`src/rtl/bus_stall_bridge_pkg.sv`:
```
// rtl/bus_stall_bridge_pkg.sv - shared types and constants for the bus stall bridge
//
// Purpose : bridge FSM state encoding, default timeout read data and
//           statistics counter width.
// Ports   : none (package).
package bus_stall_bridge_pkg;

    typedef enum logic [1:0] {
        ST_IDLE = 2'd0,
        ST_REQ  = 2'd1,
        ST_WAIT = 2'd2,
        ST_DONE = 2'd3
    } bridge_state_t;

    localparam logic [31:0] DEFAULT_ERROR_DATA = 32'hDEAD_BEEF;
    localparam int          STAT_WIDTH         = 16;

endpackage

```
`src/rtl/bus_stall_bridge_if.sv`:
```
// rtl/bus_stall_bridge_if.sv - CPU and per-channel signal bundle of the bus stall bridge
//
// Purpose : groups the CPU access port, the per-channel request/response
//           ports and the error flag into one interface.
// Modports: slave  - the bridge (receives CPU accesses, drives channels)
//           master - the environment (CPU and peripherals)
// Option  : BUS_STALL_BRIDGE_STATS_EN adds stat_timeouts_o and
//           stat_max_latency_o.
interface bus_stall_bridge_if #(
    parameter int NumChannels = 4,
    parameter int AddrWidth   = 16,
    parameter int DataWidth   = 32
);
    logic                             cpu_valid_i;
    logic                             cpu_we_i;
    logic [AddrWidth-1:0]             cpu_address_i;
    logic [DataWidth-1:0]             cpu_data_i;
    logic [DataWidth-1:0]             cpu_data_o;
    logic                             cpu_halt_o;
    logic [NumChannels-1:0]           ch_req_valid_o;
    logic [NumChannels-1:0]           ch_req_ready_i;
    logic                             ch_we_o;
    logic [AddrWidth-1:0]             ch_address_o;
    logic [DataWidth-1:0]             ch_data_o;
    logic [NumChannels-1:0]           ch_resp_valid_i;
    logic [NumChannels*DataWidth-1:0] ch_resp_data_i;
    logic                             err_o;
    logic                             err_clear_i;
`ifdef BUS_STALL_BRIDGE_STATS_EN
    logic [15:0]                      stat_timeouts_o;
    logic [15:0]                      stat_max_latency_o;
`endif

    modport slave (
        input  cpu_valid_i, cpu_we_i, cpu_address_i, cpu_data_i,
        input  ch_req_ready_i, ch_resp_valid_i, ch_resp_data_i, err_clear_i,
        output cpu_data_o, cpu_halt_o, ch_req_valid_o, ch_we_o,
        output ch_address_o, ch_data_o, err_o
`ifdef BUS_STALL_BRIDGE_STATS_EN
        , output stat_timeouts_o, stat_max_latency_o
`endif
    );

    modport master (
        output cpu_valid_i, cpu_we_i, cpu_address_i, cpu_data_i,
        output ch_req_ready_i, ch_resp_valid_i, ch_resp_data_i, err_clear_i,
        input  cpu_data_o, cpu_halt_o, ch_req_valid_o, ch_we_o,
        input  ch_address_o, ch_data_o, err_o
`ifdef BUS_STALL_BRIDGE_STATS_EN
        , input stat_timeouts_o, stat_max_latency_o
`endif
    );

endinterface

```
`src/rtl/bus_addr_decode.sv`:
```
// rtl/bus_addr_decode.sv - combinational priority address window decoder
//
// Purpose : flags which of NumChannels inclusive address windows contains
//           the address; on overlap the lowest channel index wins.
// Ports   : address   in  access address
//           win_start in  packed window starts (slice k = channel k)
//           win_end   in  packed window ends   (slice k = channel k)
//           hit       out address falls in some window
//           sel       out one-hot winning channel (0 on miss)
module bus_addr_decode #(
    parameter int NumChannels = 4,
    parameter int AddrWidth   = 16
) (
    input  logic [AddrWidth-1:0]             address,
    input  logic [NumChannels*AddrWidth-1:0] win_start,
    input  logic [NumChannels*AddrWidth-1:0] win_end,
    output logic                             hit,
    output logic [NumChannels-1:0]           sel
);

    always_comb begin
        hit = 1'b0;
        sel = '0;
        for (int k = 0; k < NumChannels; k++) begin
            if (!hit &&
                address >= win_start[k*AddrWidth +: AddrWidth] &&
                address <= win_end[k*AddrWidth +: AddrWidth]) begin
                hit    = 1'b1;
                sel[k] = 1'b1;
            end
        end
    end

endmodule

```
`src/rtl/bus_stall_bridge.sv`:
```
// rtl/bus_stall_bridge.sv - halting CPU-to-peripheral bridge with per-channel handshake and timeout
//
// Purpose : decodes a CPU strobe to one of NumChannels windows, issues it on
//           that channel's valid/ready port, halts the CPU until the write is
//           accepted or read data returns, or returns ErrorData and sets the
//           sticky err_o when TimeoutCycles REQ+WAIT cycles pass.
// Ports   : clk_i   in  system clock
//           reset_i in  asynchronous active-high reset
//           bus     slave modport of bus_stall_bridge_if (CPU side, channel
//                   side, err_o / err_clear_i)
// Option  : BUS_STALL_BRIDGE_STATS_EN adds timeout and max latency counters.
module bus_stall_bridge
    import bus_stall_bridge_pkg::*;
#(
    parameter int                               NumChannels   = 4,
    parameter int                               AddrWidth     = 16,
    parameter int                               DataWidth     = 32,
    parameter logic [NumChannels*AddrWidth-1:0] ChStartAddr   = '0,
    parameter logic [NumChannels*AddrWidth-1:0] ChEndAddr     = '0,
    parameter int                               TimeoutCycles = 255,
    parameter logic [31:0]                      ErrorData     = DEFAULT_ERROR_DATA
) (
    input  logic             clk_i,
    input  logic             reset_i,
    bus_stall_bridge_if.slave bus
);

    localparam int IdxW = (NumChannels > 1) ? $clog2(NumChannels) : 1;
    localparam int CntW = (TimeoutCycles > 1) ? $clog2(TimeoutCycles) : 1;

    bridge_state_t          state;
    logic [IdxW-1:0]        sel_q;
    logic [CntW-1:0]        cnt_q;
    logic [NumChannels-1:0] req_valid_q;
    logic                   we_q;
    logic [AddrWidth-1:0]   addr_q;
    logic [DataWidth-1:0]   wdata_q;
    logic [DataWidth-1:0]   rdata_q;
    logic                   err_q;

    logic                   any_hit;
    logic [NumChannels-1:0] hit_onehot;
    logic [IdxW-1:0]        hit_idx;
    logic                   can_accept;
    logic                   accept;
    logic                   busy;
    logic                   req_done;
    logic                   resp_done;
    logic                   timeout_fire;

    bus_addr_decode #(
        .NumChannels (NumChannels),
        .AddrWidth   (AddrWidth)
    ) u_decode (
        .address   (bus.cpu_address_i),
        .win_start (ChStartAddr),
        .win_end   (ChEndAddr),
        .hit       (any_hit),
        .sel       (hit_onehot)
    );

    always_comb begin
        hit_idx = '0;
        for (int k = 0; k < NumChannels; k++) begin
            if (hit_onehot[k]) hit_idx = IdxW'(k);
        end
    end

    assign can_accept = (state == ST_IDLE) || (state == ST_DONE);
    assign busy       = (state == ST_REQ) || (state == ST_WAIT);
    assign accept     = bus.cpu_valid_i && any_hit && can_accept;
    assign req_done   = (state == ST_REQ) && bus.ch_req_ready_i[sel_q];
    assign resp_done  = (state == ST_WAIT) && bus.ch_resp_valid_i[sel_q];
    // A completing handshake/response in the last allowed cycle beats the timeout.
    assign timeout_fire = (TimeoutCycles != 0) && busy &&
                          (cnt_q == CntW'(TimeoutCycles - 1)) &&
                          !req_done && !resp_done;

    // Halt is combinational in the strobe cycle so the CPU stalls immediately.
    assign bus.cpu_halt_o = !reset_i && (accept || busy);

    assign bus.ch_req_valid_o = req_valid_q;
    assign bus.ch_we_o        = we_q;
    assign bus.ch_address_o   = addr_q;
    assign bus.ch_data_o      = wdata_q;
    assign bus.cpu_data_o     = rdata_q;
    assign bus.err_o          = err_q;

    always_ff @(posedge clk_i or posedge reset_i) begin
        if (reset_i) begin
            state       <= ST_IDLE;
            sel_q       <= '0;
            cnt_q       <= '0;
            req_valid_q <= '0;
            we_q        <= 1'b0;
            addr_q      <= '0;
            wdata_q     <= '0;
            rdata_q     <= '0;
            err_q       <= 1'b0;
        end else begin
            if (bus.err_clear_i) err_q <= 1'b0;
            if (busy) cnt_q <= cnt_q + 1'b1;

            case (state)
                ST_IDLE, ST_DONE: begin
                    if (accept) begin
                        we_q        <= bus.cpu_we_i;
                        addr_q      <= bus.cpu_address_i;
                        wdata_q     <= bus.cpu_data_i;
                        sel_q       <= hit_idx;
                        cnt_q       <= '0;
                        req_valid_q <= hit_onehot;
                        state       <= ST_REQ;
                    end else begin
                        state <= ST_IDLE;
                    end
                end
                ST_REQ: begin
                    if (req_done) begin
                        req_valid_q <= '0;
                        state       <= we_q ? ST_DONE : ST_WAIT;
                    end
                end
                ST_WAIT: begin
                    if (resp_done) begin
                        rdata_q <= bus.ch_resp_data_i[sel_q*DataWidth +: DataWidth];
                        state   <= ST_DONE;
                    end
                end
                default: state <= ST_IDLE;
            endcase

            if (timeout_fire) begin
                req_valid_q <= '0;
                if (!we_q) rdata_q <= DataWidth'(ErrorData);
                err_q <= 1'b1;
                state <= ST_DONE;
            end
        end
    end

`ifdef BUS_STALL_BRIDGE_STATS_EN
    logic [STAT_WIDTH-1:0] stat_to_q;
    logic [STAT_WIDTH-1:0] stat_max_q;
    logic [STAT_WIDTH-1:0] lat_q;
    logic [STAT_WIDTH-1:0] lat_total;
    logic                  finishing;

    // Latency counts the REQ+WAIT cycles, including the finishing one.
    assign lat_total = (&lat_q) ? lat_q : lat_q + 1'b1;
    assign finishing = (req_done && we_q) || resp_done || timeout_fire;

    always_ff @(posedge clk_i or posedge reset_i) begin
        if (reset_i) begin
            stat_to_q  <= '0;
            stat_max_q <= '0;
            lat_q      <= '0;
        end else begin
            if (bus.err_clear_i) begin
                stat_to_q  <= '0;
                stat_max_q <= '0;
            end
            if (accept) lat_q <= '0;
            else if (busy) lat_q <= lat_total;
            if (timeout_fire && !(&stat_to_q)) stat_to_q <= stat_to_q + 1'b1;
            if (finishing && (lat_total > stat_max_q || bus.err_clear_i))
                stat_max_q <= lat_total;
        end
    end

    assign bus.stat_timeouts_o    = stat_to_q;
    assign bus.stat_max_latency_o = stat_max_q;
`endif

endmodule

```
`src/flat_wrapper.sv`:
```
// flat-port wrapper written by rule: the top's interface ports become plain ports
module bus_stall_bridge_flat import bus_stall_bridge_pkg::*;
#(
    parameter int                               NumChannels   = 4,
    parameter int                               AddrWidth     = 16,
    parameter int                               DataWidth     = 32,
    parameter logic [NumChannels*AddrWidth-1:0] ChStartAddr   = '0,
    parameter logic [NumChannels*AddrWidth-1:0] ChEndAddr     = '0,
    parameter int                               TimeoutCycles = 255,
    parameter logic [31:0]                      ErrorData     = DEFAULT_ERROR_DATA
)
  (clk_i, reset_i, bus_cpu_valid_i, bus_cpu_we_i, bus_cpu_address_i, bus_cpu_data_i, bus_ch_req_ready_i, bus_ch_resp_valid_i, bus_ch_resp_data_i, bus_err_clear_i, bus_cpu_data_o, bus_cpu_halt_o, bus_ch_req_valid_o, bus_ch_we_o, bus_ch_address_o, bus_ch_data_o, bus_err_o);
  bus_stall_bridge_if #(.NumChannels(NumChannels), .AddrWidth(AddrWidth), .DataWidth(DataWidth)) bus_i ();
  input  logic clk_i;
  input  logic reset_i;
  input wire logic [$bits(bus_i.cpu_valid_i)-1:0] bus_cpu_valid_i;
  input wire logic [$bits(bus_i.cpu_we_i)-1:0] bus_cpu_we_i;
  input wire logic [$bits(bus_i.cpu_address_i)-1:0] bus_cpu_address_i;
  input wire logic [$bits(bus_i.cpu_data_i)-1:0] bus_cpu_data_i;
  input wire logic [$bits(bus_i.ch_req_ready_i)-1:0] bus_ch_req_ready_i;
  input wire logic [$bits(bus_i.ch_resp_valid_i)-1:0] bus_ch_resp_valid_i;
  input wire logic [$bits(bus_i.ch_resp_data_i)-1:0] bus_ch_resp_data_i;
  input wire logic [$bits(bus_i.err_clear_i)-1:0] bus_err_clear_i;
  output wire logic [$bits(bus_i.cpu_data_o)-1:0] bus_cpu_data_o;
  output wire logic [$bits(bus_i.cpu_halt_o)-1:0] bus_cpu_halt_o;
  output wire logic [$bits(bus_i.ch_req_valid_o)-1:0] bus_ch_req_valid_o;
  output wire logic [$bits(bus_i.ch_we_o)-1:0] bus_ch_we_o;
  output wire logic [$bits(bus_i.ch_address_o)-1:0] bus_ch_address_o;
  output wire logic [$bits(bus_i.ch_data_o)-1:0] bus_ch_data_o;
  output wire logic [$bits(bus_i.err_o)-1:0] bus_err_o;
  assign bus_i.cpu_valid_i = bus_cpu_valid_i;
  assign bus_i.cpu_we_i = bus_cpu_we_i;
  assign bus_i.cpu_address_i = bus_cpu_address_i;
  assign bus_i.cpu_data_i = bus_cpu_data_i;
  assign bus_i.ch_req_ready_i = bus_ch_req_ready_i;
  assign bus_i.ch_resp_valid_i = bus_ch_resp_valid_i;
  assign bus_i.ch_resp_data_i = bus_ch_resp_data_i;
  assign bus_i.err_clear_i = bus_err_clear_i;
  assign bus_cpu_data_o = bus_i.cpu_data_o;
  assign bus_cpu_halt_o = bus_i.cpu_halt_o;
  assign bus_ch_req_valid_o = bus_i.ch_req_valid_o;
  assign bus_ch_we_o = bus_i.ch_we_o;
  assign bus_ch_address_o = bus_i.ch_address_o;
  assign bus_ch_data_o = bus_i.ch_data_o;
  assign bus_err_o = bus_i.err_o;
  bus_stall_bridge #(.NumChannels(NumChannels), .AddrWidth(AddrWidth), .DataWidth(DataWidth), .ChStartAddr(ChStartAddr), .ChEndAddr(ChEndAddr), .TimeoutCycles(TimeoutCycles), .ErrorData(ErrorData)) u_core (.clk_i(clk_i), .reset_i(reset_i), .bus(bus_i));
endmodule
```
`config.mk`:
```
export PLATFORM = sky130hd
export DESIGN_NAME = bus_stall_bridge_flat
export DESIGN_NICKNAME = d
export VERILOG_FILES = /design/src/rtl/bus_stall_bridge_pkg.sv /design/src/rtl/bus_stall_bridge_if.sv /design/src/rtl/bus_addr_decode.sv /design/src/rtl/bus_stall_bridge.sv /design/src/flat_wrapper.sv
export SDC_FILE = /design/constraint.sdc
export NUM_CORES = 1
export LEC_CHECK = 0
export BUFFER_PORTS_ARGS = -buffer_cell sky130_fd_sc_hd__buf_4
export CORE_AREA = 8 8 114 221
export DETAILED_ROUTE_END_ITERATION = 8
export DIE_AREA = 0 0 122 229
export GPL_TIMING_DRIVEN = 0
export SLEW_MARGIN = 15
export SYNTH_ARGS = -nofsm -noshare
export SYNTH_HDL_FRONTEND = slang
export SYNTH_HIERARCHICAL = 1
export SYNTH_SLANG_ARGS = --single-unit
```
`constraint.sdc`:
```
create_clock -name clk_i -period 4 [get_ports clk_i]
set_clock_uncertainty 0.1 [all_clocks]
set_input_delay 0.8 -clock clk_i [delete_from_list [all_inputs] [get_ports clk_i]]
set_output_delay 0.8 -clock clk_i [all_outputs]
set_load 0.02 [all_outputs]
```
==> results of run 1 <==
[cell type report]
type / count / share of cell area
clock buffers: 9 / 0.0196
repair buffers: 279 / 0.185
plain buffers: 28 / 0.0121
inverters: 134 / 0.0443
flip-flops and latches: 98 / 0.214
well taps: 280 / 0.0305
multi-input cells: 758 / 0.487
clock inverters: 7 / 0.00818
[synthesized netlist by cell type, drive strengths merged (8+ instances only)]
cell type / number
nand4: 15
nand2: 207
nand3: 14
mux4: 34
o211ai: 10
o21ai: 21
nor2: 22
a21oi: 47
dfrtp: 98
ha: 132
clkbuf: 13
buf: 15
inv: 134
mux2i: 35
a21o: 8
[repair_timing]
action / CTS / global route
resized for setup: 4 / 13
setup endpoints to repair: 1 / 48
pin swaps: 2 / 3
setup buffers: 3 / 0
[worst min path at each step]
| stage | from | end | slack (ns) | cells after the start |
|---|---|---|---|---|
| floorplan | u_core/cnt_q[6] | u_core/cnt_q[6] | 0.35 | 1 |
| global placement | u_core/bus.ch_data_o[11] | u_core/bus.ch_data_o[11] | 0.36 | 2 |
| detailed placement | u_core/bus.ch_data_o[8] | u_core/bus.ch_data_o[8] | 0.36 | 2 |
| CTS | reset_i | u_core/bus.ch_data_o[24] | 0.37 | 2 |
| global route | reset_i | u_core/bus.ch_address_o[5] | 0.39 | 2 |
| finish | reset_i | u_core/bus.ch_address_o[5] | 0.37 | 2 |
[cell families (layout without fill, tap and decap cells)]
group,Yosys count,in the layout,synth area share
other cells,1,128,0.000464
mux,69,69,0.138
xor+xnor,2,2,0.00217
buf+inv,162,457,0.0794
fa+ha+maj,132,132,0.204
compound gates,127,127,0.100
flops,98,98,0.303
simple gates,300,300,0.172
[routing by layer]
| layer | wire [um] | global-route usage | vias to the layer above |
|---|---|---|---|
| li1 | - | - | 3786 |
| met1 | 10200 | 0.207 | 3447 |
| met2 | 11900 | 0.288 | 214 |
| met3 | 2070 | 0.0564 | 29 |
| met4 | 405 | 0.0520 | 0 |
| met5 | 0 | 0 | - |
[worst register-to-register path, stage by stage (launching register included)]
cell and delay, ns:
dfrtp_1 0.37, inv_1 0.06, ha_1 0.35, or4b_1 0.64
nor4_2 0.65, nor2_1 0.12
[registers in the layout (all words and copies together) (netlist names)]
| register | count |
|---|---|
| u_core/bus.ch_data_o | 32 |
| u_core/bus.cpu_data_o | 32 |
| u_core/bus.ch_address_o | 16 |
| u_core/cnt_q | 8 |
| u_core/bus.ch_req_valid_o | 4 |
| u_core/sel_q | 2 |
| u_core/state | 2 |
| u_core/bus.ch_we_o | 1 |
| u_core/bus.err_o | 1 |
[stage by stage]
step / util / hold slack (ns) / setup TNS [ns] / std cells / setup slack, ns
2_1_floorplan: - / 0.352 / 0 / 1018 / 0.318
3_3_place_gp: 0.491 / 0.359 / -83.96 / 1573 / -0.806
3_5_place_dp: 0.493 / 0.364 / -6.95 / 1574 / -0.219
4_1_cts: 0.509 / 0.374 / 0 / 1593 / 0.00260
5_1_grt: 0.513 / 0.390 / -0.0100 / 1593 / -0.0100
6_report: 0.513 / 0.367 / 0 / 1593 / 0.0625
[report_power, final]
part	switching [mW]	leakage (nW)	internal (mW)
registers	0.258	1.21	1.45
logic	1.90	4.28	1.50
clock network	0.379	0.151	0.547
==> results.md, run 1 <==
Clocking:
- The tree built by TritonCTS fans out to 98 sinks.
- The CTS buffer count is 9.
- The cell sitting at the root of the clock tree is a clkbuf_16.
- The clock-pin slew on the worst setup and hold paths is 0.06 ns.
- TritonCTS built the clock tree.
- The later pin in the worst-skew pair is clocked with a latency of 0.34 ns.
- The buffer depth of the longest clock path is 2.
- CTS built an H-tree with a depth of 3.
- Buffers inserted to repair hold after CTS numbered 0.

Layout:
- The sequential cell area in the final layout is 2450 um^2.
- The total non-filler cell area in the finished layout is 11,500 um^2.
- The fraction of final layout cells sized beyond drive strength 1 is 0.288.
- 0 antenna diodes ended up in the layout.
- The most frequent standard cell in the layout excluding fill and tap cells is buf_4.
- The layout overhead on the synthesized area is 41.8%.
- The final-stage net count is 1,629.
- The area of the multi-input gates is 5580 um^2.
- The top cell types in the final layout, fill and taps aside, are 277 x buf_4, 187 x nand2_1, 133 x inv_1.
- The filler cell count is 2,107.

Critical path:
- The register-to-register setup slack is 1.56 ns.
- The kind of start point of the critical path is an input port.
- The largest individual stage delay along the critical path comes from the cell or4_4.
- The depth of the most critical reg-to-reg path is 5.
- Tracing the worst setup path back leads to its startpoint at bus_cpu_address_i[9].
- The largest delay contributor family on the critical path is simple AND/OR/NAND/NOR gates.
- The endpoint identified for the worst register-to-register timing path is u_core/bus.cpu_data_o[4].
- Of all nets on the critical path, the largest fanout is 9.
- The signal on the critical path passes through buf_6 -> ha_1 -> nand4_1 -> or4_4 -> or3_4 -> a22o_4 -> nand3b_1 -> nand2_1 -> a21oi_1 -> buf_4.
- At the worst endpoint, the arrival time is 3.04 ns.
- Counting both buffers and inverters, the worst setup path holds a total of 2.
- In this run the number of cells on the critical path is 10.
- The critical path class is input port to output port.
- The required time reported for the critical path endpoint is 3.10 ns.
- STA classifies the critical path endpoint as an output port.
- The end point of the critical path is bus_cpu_halt_o.
- For this run, the slowest stage of the critical path takes 0.51 ns.
- The worst register-to-register path begins at u_core/state[0].

Routing:
- After detailed routing, the total wire length is 24,500 um.
- The routed layout has 7,476 vias.
- The first-pass detailed-route iteration total is 6.
- In the routed design, unresolved DRC markers number 0.
- The ratio of routed vias to standard cells is 4.69.
- The residual antenna-violating net count after detailed routing is 0.
- In the final routed layout, each cell accounts on average for 15.4 um.
- The iteration-0 DRC count of the detailed router is 227.

Synthesis:
- Synthesis instantiated 59 different standard cells from the library.
- In the synthesized netlist the dominant register cell turns out to be dfrtp_1.
- The largest total area in the synthesized netlist belongs to dfrtp_1.
- Counting flops with an async set or reset pin after synthesis yields a share of 1.00.
- The number of synthesized flops with an enable pin is 0.
- The number of synthesized register bits is 98.
- The share of the yosys chip area belonging to registers is 0.303.
- Ranked by total cell area, the synthesized netlist is headed by dfrtp_1 30%, ha_1 20%, mux4_2 9.5%.
- The top-area cell type share of the netlist area is 0.303.
- The post-synthesis instance area is 8090 um^2.
- For this run, the number of Yosys warnings is 6.
- The average size of a mapped cell is 9.07 um^2.
- The post-synthesis cell count is 891.

Die:
- The boundary pin count is 276.
- The effective utilization at floorplan is 0.362.
- From bottom edge to top edge, the die measures 229 um.
- The width of the chip is 122 um.
- In this run the core area contains 78 standard-cell rows.
- The area of the core is 22,300 um^2.
- The die outline area is 27,900 um^2.

Timing:
- Headroom to the max-slew limit came out at 0.421.
- The final number of setup-violating endpoints is 0.
- The number of endpoints with negative hold slack in the final report was 0.
- The highest clock frequency the design can meet is 254 MHz.
- Setup repair after global routing could not meet its margin everywhere.
- The number of max-slew violations in the final report came to 0.
- The transition time of the tightest slew-check pin is 0.868 ns.
- Counting I/O delays and the setup requirement, the final critical path takes 3.94 ns.
- Of the available clock period, the critical path in the final layout requires 0.984.

Min path:
- The worst hold path class is input port to asynchronous set/reset pin.

Power and ir drop:
- The total power draw is 6.04 mW.
- The power density of the placed cells is 527 nW/um^2.
- The worst ir drop on vdd is 0.000428 V.
- The leakage power total is 5.64 nW.

GRT:
- Entering global routing, the biggest net connects 58 pins.
- Summed over all layers, the global routing overflow is 0.
- The number of global-route vias before repair is 7,668.
- In the global route stage, overall resource usage came out at 0.174.
- The first global-routing pass estimated 39,100 um of wire.
- The number of antenna violations at the first check in global routing is 0.

Placement:
- The estimated wirelength of the detail-placed design is 20,200 um.
- The congestion estimate from routability-driven global placement came to 0.817.
- After detailed placement, the total cell area comes to 11,000 um^2.
- The number of buffer cells added on primary ports is 275.

Job:
- Max-cap violations in this run came to 0.

Run status:
- The flow ran to the end, and the final reports show no timing, DRC or antenna violations.
Power figures use the tool's default switching activity.
==> run 2, diff against run 1 <==
CORE_AREA = 8 8 97 186   (was 8 8 114 221)
CTS_BUF_LIST = sky130_fd_sc_hd__clkbuf_4   (was default)
DIE_AREA = 0 0 105 194   (was 0 0 122 229)
PLACE_DENSITY = 0.82   (was default)
==> results.md, run 2 (synthesized netlist as in run 1, its figures left out) <==
Critical path:
- The kind of start point of the critical path is an input port (unchanged).
- The startpoint of the most critical register-to-register path is u_core/state[0] (unchanged).
- The master of the slowest instance on the critical path is or4_4 (unchanged).
- The depth of the most critical reg-to-reg path came to 8 (was 5).
- The dominant cell type by count on the critical path is buf_4.
- The combined buffer and inverter count along the critical path was 2 (unchanged).
- The register-to-register setup slack is 1.60 ns (was 1.56 ns).
- The required time reported for the critical path endpoint is 3.10 ns (about the same).
- The largest stage delay on the critical path is 0.54 ns (was 0.51 ns).
- The end of the worst register-to-register path is u_core/bus.ch_data_o[0] (was u_core/bus.cpu_data_o[4]).
- The peak fanout along the critical path is 9 (unchanged).
- Cells along the critical path: buf_4 -> ha_1 -> nand2_1 -> or4_4 -> or3_1 -> a22o_1 -> nand3b_1 -> nand2_2 -> a21oi_2 -> buf_4 (was buf_6 -> ha_1 -> nand4_1 -> or4_4 -> or3_4 -> a22o_4 -> nand3b_1 -> nand2_1 -> a21oi_1 -> buf_4).
- The worst endpoint data arrival time was 3.03 ns (was 3.04 ns).
- The largest delay contributor family on the critical path is simple AND/OR/NAND/NOR gates (unchanged).
- The critical path class is input port to output port (unchanged).
- The endpoint kind of the worst setup timing path is an output port (unchanged).

Layout:
- The number of non-filler instances in the completed layout was 1,513 (was 1,593).
- The fraction of final layout cells sized beyond drive strength 1 is 0.281 (was 0.288).
- The core occupancy in the finished layout is 0.712 (was 0.513).
- The area of the multi-input gates came to 5530 um^2 (was 5580 um^2).
- Leading cell types in the layout, fill and taps excluded: 277 x buf_4, 186 x nand2_1, 133 x inv_1 (was 277 x buf_4, 187 x nand2_1, 133 x inv_1).
- The layout overhead on the synthesized area was 37.6% (was 41.8%).
- The final-stage net count is 1,629 (unchanged).
- The total non-filler cell area in the finished layout is 11,100 um^2 (was 11,500 um^2).
- The antenna diode count is 0 (unchanged).
- The most frequent standard cell in the layout excluding fill and tap cells is buf_4 (unchanged).
- The sequential cell area in the final layout is 2450 um^2 (unchanged).
- The filler cell count came to 1,268 (was 2,107).

Routing:
- The routed wire length is 24,800 um (was 24,500 um).
- The first-pass detailed-route iteration total is 5 (was 6).
- The DRC violation count after routing is 0 (unchanged).
- The iteration-0 DRC count of the detailed router is 258 (was 227).
- The residual antenna-violating net count after detailed routing is 0 (unchanged).
- The ratio of routed vias to standard cells was 5.07 (was 4.69).
- The average wire length per cell after detail routing was 16.4 um (was 15.4 um).
- The via total after detailed routing is 7,670 (was 7,476).

Timing:
- The post-route worst setup slack is 0.0749 ns (was 0.0625 ns).
- The highest clock frequency the design can meet is 255 MHz (was 254 MHz).
- The transition time of the tightest slew-check pin was 0.817 ns (was 0.868 ns).
- The minimum clock period came to 3.93 ns (was 3.94 ns).
- The number of max-slew violations in the final report is 0 (unchanged).
- The max-slew headroom at the worst pin is 0.455 (was 0.421).
- The part of the cycle the worst path needs is 0.981 (was 0.984).
- The final number of setup-violating endpoints is 0 (unchanged).
- The number of endpoints with negative hold slack in the final report came to 0 (unchanged).

Clocking:
- The cell at the root of the clock tree is clkbuf_4 (was clkbuf_16).
- The buffer depth of the longest clock path came to 2 (unchanged).
- The number of sinks handled by clock tree synthesis is 98 (unchanged).
- The number of hold-repair buffers added at the cts stage is 0 (unchanged).
- The CTS buffer count came to 9 (unchanged).
- The number of levels in the clock H-tree was 3 (unchanged).
- The insertion delay to the later sink of the worst-skew pair is 0.43 ns (was 0.34 ns).
- The CTS tree is yes (unchanged).
- The clock-pin slew on the worst setup and hold paths is 0.16 ns (was 0.06 ns).

GRT:
- The first-pass GRT wire length is 40,900 um (was 39,100 um).
- The total routing usage reported by global routing is 0.244 (was 0.174).
- The largest net degree at the start of global routing is 60 (was 58).
- The number of global-route vias before repair was 8,286 (was 7,668).
- The remaining global-route overflow is 0 (unchanged).
- The number of antenna violations at the first check in global routing is 0 (unchanged).

Die:
- The boundary pin count is 276 (unchanged).
- The area of the core came to 15,600 um^2 (was 22,300 um^2).
- The number of cell rows was 65 (was 78).
- The die outline area was 20,400 um^2 (was 27,900 um^2).
- The width of the chip is 105 um (was 122 um).
- The effective utilization at floorplan came to 0.518 (was 0.362).
- The die height came to 194 um (was 229 um).

Placement:
- The number of buffer cells added on primary ports is 275 (unchanged).
- The estimated wirelength of the detail-placed design is 20,800 um (was 20,200 um).
- The worst setup slack before clock tree synthesis is -0.227 ns (was -0.219 ns).
- The post-detailed-placement cell area is 10,900 um^2 (was 11,000 um^2).
- The total placed cells including tap cells came to 1,495 (was 1,574).
- The placer congestion estimate was 0.861 (was 0.817).

Min path:
- The worst hold path class was input port to asynchronous set/reset pin (unchanged).

Power and ir drop:
- The worst ir drop on vdd is 0.000452 V (was 0.000428 V).
- The power density of the placed cells came to 508 nW/um^2 (was 527 nW/um^2).
- The leakage power total came to 5.55 nW (was 5.64 nW).

Run status:
- Result of the run: completed (unchanged).

Job:
- The total of max-cap violations came to 0 (unchanged).
-- run 2: area by class of cell --
cell class,instances,share of cell area
flip-flops and latches,98,0.220
inverters,134,0.0454
repair buffers,279,0.190
multi-input cells,758,0.497
well taps,201,0.0226
clock inverters,6,0.00517
clock buffers,9,0.00607
plain buffers,28,0.0125
-- run 2: metrics by stage --
| step | total power [mW] | TNS (ns) | hold slack, ns |
|---|---|---|---|
| finish | 5.66 | 0 | 0.305 |
| global route | 6.09 | -0.00634 | 0.308 |
| CTS | 5.67 | 0 | 0.283 |
| detailed placement | 5.16 | -6.24 | 0.365 |
| global placement | 5.02 | -57.15 | 0.359 |
| floorplan | 3.79 | 0 | 0.352 |
-- run 2: layer usage --
layer	GRT usage	part of all wire
met1	0.281	0.40
met2	0.429	0.51
met3	0.0699	0.074
met4	0.0618	0.016
met5	0	0
-- run 2: power by group --
part | switching [mW] | internal [mW]
clock | 0.318 | 0.184
sequential | 0.265 | 1.45
combinational | 1.94 | 1.50
-- run 2: what timing repair did --
action,CTS,global route
setup buffers,3,0
resized for setup,4,8
endpoints found under the setup margin,1,1
pin swaps,2,2
endpoints found under the hold margin,0,0
-- run 2: how the worst max path moves through the flow --
stage / startpoint / end / slack [ns] / cells past startpoint
CTS: bus_cpu_address_i[9] / bus_cpu_halt_o / 0.006 / 11
global route: bus_cpu_address_i[11] / bus_cpu_halt_o / -0.006 / 11
global placement: reset_i / u_core/bus.cpu_data_o[3] / -0.54 / 2
floorplan: bus_cpu_address_i[10] / bus_cpu_halt_o / 0.32 / 8
finish: bus_cpu_address_i[7] / bus_cpu_halt_o / 0.07 / 10
detailed placement: bus_cpu_address_i[9] / u_core/bus.ch_data_o[31] / -0.23 / 13
